==> config.mk <==
export PLATFORM = sky130hd
export DESIGN_NAME = timer_set_datapath
export DESIGN_NICKNAME = d
export VERILOG_FILES = /design/src/rtl/timer_set_datapath.sv
export SDC_FILE = /design/constraint.sdc
export NUM_CORES = 1
export LEC_CHECK = 0
export ABC_AREA = 1
export CAP_MARGIN = 20
export CORE_ASPECT_RATIO = 1.2
export CORE_MARGIN = 2
export CORE_UTILIZATION = 35
export DETAILED_ROUTE_END_ITERATION = 16
export HOLD_SLACK_MARGIN = 0.05
export SLEW_MARGIN = 20
export SYNTH_ARGS = -nofsm -noshare
export SYNTH_HDL_FRONTEND = slang
export SYNTH_SLANG_ARGS = --single-unit
==> constraint.sdc <==
create_clock -name clk -period 1 [get_ports clk]
set_input_delay 0.2 -clock clk [delete_from_list [all_inputs] [get_ports clk]]
set_output_delay 0.2 -clock clk [all_outputs]
set_load 0.01 [all_outputs]
==> src/rtl/timer_set_datapath.sv <==
// timer_set_datapath: keypad HHMM entry, hour/min (A/B) and alarm (R) registers with alarm compare.
module timer_set_datapath #(
  parameter logic [7:0] HOUR_MAX = 8'h23,
  parameter logic [7:0] MIN_MAX  = 8'h59,
  parameter int         MAX_KEYS = 4
) (
  input  logic        clk,
  input  logic        rst_n,
  input  logic        key_valid,
  input  logic [3:0]  key_code,
  input  logic [15:0] now_hhmm,
  input  logic        Kc,
  input  logic        La,
  input  logic        Lb,
  input  logic        Ea,
  input  logic [1:0]  s,
  input  logic        Lr,
  input  logic        Er,
  output logic        t,
  output logic        k7,
  output logic [7:0]  a_q,
  output logic [7:0]  b_q,
  output logic [15:0] r_q,
  output logic        alarm
);
  localparam logic [2:0] KMAX = 3'(MAX_KEYS);
  logic [15:0] r_entry, r_r;
  logic [2:0]  r_kcnt;
  logic [7:0]  r_a, r_b;
  logic        r_t, r_k7, r_alarm;
  logic        w_accept, w_legal;
  logic [15:0] w_bus, w_rmux;
  // Kc takes priority: a key arriving alongside the clear is dropped
  assign w_accept = key_valid && key_code <= 4'd9 && r_kcnt < KMAX && !Kc;
  assign w_legal  = r_kcnt == KMAX && r_entry[15:12] <= 4'd9 && r_entry[11:8] <= 4'd9 &&
                    r_entry[7:4] <= 4'd9 && r_entry[3:0] <= 4'd9 &&
                    r_entry[15:8] <= HOUR_MAX && r_entry[7:0] <= MIN_MAX;
  assign w_bus  = Ea ? {r_a, r_b} : 16'h0000;
  assign w_rmux = s == 2'd0 ? w_bus : s == 2'd1 ? now_hhmm : s == 2'd2 ? 16'h0000 : r_r;
  always_ff @(posedge clk) begin
    if (!rst_n) begin
      r_entry <= '0;
      r_kcnt  <= '0;
      r_t     <= 1'b0;
      r_k7    <= 1'b0;
      r_a     <= '0;
      r_b     <= '0;
      r_r     <= '0;
      r_alarm <= 1'b0;
    end else begin
      r_entry <= Kc ? 16'h0000 : w_accept ? {r_entry[11:0], key_code} : r_entry;
      r_kcnt  <= Kc ? 3'd0 : w_accept ? r_kcnt + 3'd1 : r_kcnt;
      r_t     <= w_accept;
      r_k7    <= w_legal;
      if (La) r_a <= r_entry[15:8];
      if (Lb) r_b <= r_entry[7:0];
      if (Lr) r_r <= w_rmux;
      r_alarm <= Er && (r_r == now_hhmm);
    end
  end
  assign t     = r_t;
  assign k7    = r_k7;
  assign a_q   = r_a;
  assign b_q   = r_b;
  assign r_q   = r_r;
  assign alarm = r_alarm;
endmodule

==> impl_metrics.yaml <==
detailed_routing:
  ant_nets: 0
  dr.pass1.iters: 4
  drc: 0
  initialDrtViolationCount: 134
  avgViaCountPerCell: 4.905
  vias: 2634
  wl_per_cell_microns: 14.00
  routed_wl_microns: 7520
cts:
  clk_path_buf_depth: 2
  clk_transition_reported_paths_ns: 0.09
  cts_sinks: 54
  cts-root-buf: "clkbuf_8"
  clk_latency_ns: 0.30
  numCtsBuffers: 5
  htree_levels: 2
  cts_tree: "yes"
die:
  start_util_pct: 36.13
  die_x_microns: 80.78
  die_y_microns: 96.14
  pin_count: 66
  fp-row-count: 33
  dieArea_sq_um: 7766
  core_area_sq_um: 6854
run_status:
  violations: "setup timing"
  status: "finished, violations left"
synthesis:
  ys_warn_count: 0
  yosys-top-cells-area: "dfxtp_1, nand3_1, a21oi_1"
  synth_cell_types: 30
  ys_seq_area_share_pct: 43.66
  yosysTopAreaCellShare_pct: 43.66
  synth_top_area_cell: "dfxtp_1"
  syn_area_per_cell_sq_um: 7.836
  synth_nets: 349
  ys_seq_elements: 54
  synth_area_sq_um: 2476
  syn_inst: 316
sta:
  period_share_pct: 110.1
  whs_ns: 0.2610
  fin_worst_skew_ns: 0.003546
  slew_headroom_pct: 84.70
  hold_violations: 0
  tightest_slew_ns: 0.2289
  timing.final.ws_setup_ns: -0.1014
  setup_viol_count_final: 20
  slew_viol_final: 0
  rsz0062_at_grt: "true"
  fmax_mhz: 907.9
  fin_setup_tns_ns: -1.267
  period_needed_ns: 1.101
power:
  p_leak_nw: 1.753
  p_per_area_nw_per_um2: 1207
  ir_drop_mv: 0.7006
layout:
  area_growth_pct: 65.64
  drive_gt1_share_pct: 46.22
  utilization_pct: 59.84
  final_cells: 537
  n_antenna_cell: 0
  nNetsFinal: 482
  layout_common_cells: "buf_4, dfxtp_2, inv_1, nand3_1, buf_6"
  layout_commonest_cell: "buf_4"
worst_setup_path:
  path_max_fanout: 13
  crit_type: "flip-flop to flip-flop"
  r2r_cells: 7
  worstSetupEndpoint: "r_entry[13]"
  required_ns: 1.20
  cp-startpoint: "r_kcnt[2]"
  reg2reg_to: "r_entry[13]"
  startpoint_type: "flip-flop"
  rr_startpoint: "r_kcnt[2]"
  r2r_slack_ns: -0.10
  critPathArrivalTime_ns: 1.30
  critPathCaptureType: "flip-flop"
min_path:
  min_path_type: "input pin to flip-flop"
place:
  placedCellCount: 515
  dp_slack_ns: -0.4831
  io_buffers: 65
  place_hpwl_microns: 5026
  routabilityCongestion: 0.8197
flow_run:
  max_cap_violations: 0
grt:
  grtUsageTotal_pct: 19.66
  grt-ovfl-total: 0
  grt_pass1_vias: 2467
  grt_pass1_wl_microns: 11760
  antenna_found_initial: 0
  grt_max_degree: 17
==> Yosys cell counts (all sizes together) <==
library cell and number:
o22ai 2, a211oi 1, a21boi 1, nor3 2, a21oi 36, inv 40, nand3 33, buf 13
nor2 18, ha 2, dfxtp 54, xor2 4, o21bai 1, nand4 1, o21ai 50, nand2 36
clkbuf 5, a31oi 17
==> flip-flops by register name (all words and copies together), names as in the netlist <==
signal	count
r_entry	16
r_q	16
a_q	8
b_q	8
r_kcnt	3
alarm	1
k7	1
t	1
==> kinds of logic (layout without fill, tap and decap cells) <==
logic type      Yosys count  after routing  share of synthesized area [%]
xor+xnor                  4              4                          1.415
flops                    54             54                          43.66
fa+ha+maj                 2              2                          1.010
compound gates          108            108                          26.17
buf+inv                  58            192                          11.01
simple gates             90             90                          16.73
==> worst min-delay path by stage <==
| stage | start | end | slack [ns] | cells past startpoint |
|---|---|---|---|---|
| 2_1_floorplan | key_code[3] | r_entry[3] | 0.34 | 2 |
| 3_3_place_gp | r_entry[15] | a_q[7] | 0.47 | 2 |
| 3_5_place_dp | r_entry[3] | r_entry[3] | 0.47 | 2 |
| 4_1_cts | rst_n | t | 0.41 | 4 |
| 5_1_grt | now_hhmm[3] | r_q[3] | 0.27 | 3 |
| 6_report | now_hhmm[3] | r_q[3] | 0.26 | 3 |
==> critical path: stages, from the launching register on <==
cell     delay [ns]
dfxtp_2        0.33
inv_2          0.06
nand2_2        0.06
nor2_4         0.12
nand2_4        0.11
buf_12         0.17
o21ai_2        0.10
a21oi_1        0.05
==> layer usage <==
layer	global-route usage, %	vias up	wire length [microns]
li1	-	1332	-
met1	23.38	1200	3136
met2	35.00	89	3782
met3	3.471	13	421
met4	7.627	0	180
met5	0	-	0
==> stage by stage <==
| stage | instance area (sq um) | power, W |
|---|---|---|
| floorplan | 2480 | 0.002779 |
| global placement | 3664 | 0.003362 |
| detailed placement | 3664 | 0.003372 |
| CTS | 3874 | 0.004862 |
| global route | 4101 | 0.005187 |
| finish | 4101 | 0.004951 |
==> timing repair <==
| item | CTS | global route |
|---|---|---|
| pin swaps | 5 | 6 |
| setup buffers | 6 | 6 |
| hold buffers | 0 | 0 |
| cloned | 3 | 0 |
| endpoints found under the setup margin | 72 | 47 |
| gates resized for setup | 212 | 46 |
==> report_power, final <==
part | switching (W) | internal (W) | leakage, nW
registers | 0.0000715 | 0.00227 | 0.455
logic | 0.000525 | 0.000651 | 1.24
clock network | 0.000701 | 0.000738 | 0.0579
total | 0.00130 | 0.00365 | 1.75
==> cell type report <==
type,instances,area [sq um]
clock buffer,5,68.82
sequential,54,1125
clock inverter,3,40.04
fill,650,2753
tap,87,108.9
timing repair buffer,144,1398
multi-input combinational,204,1199
inverter,40,162.7
Power figures use the tool's default switching activity.
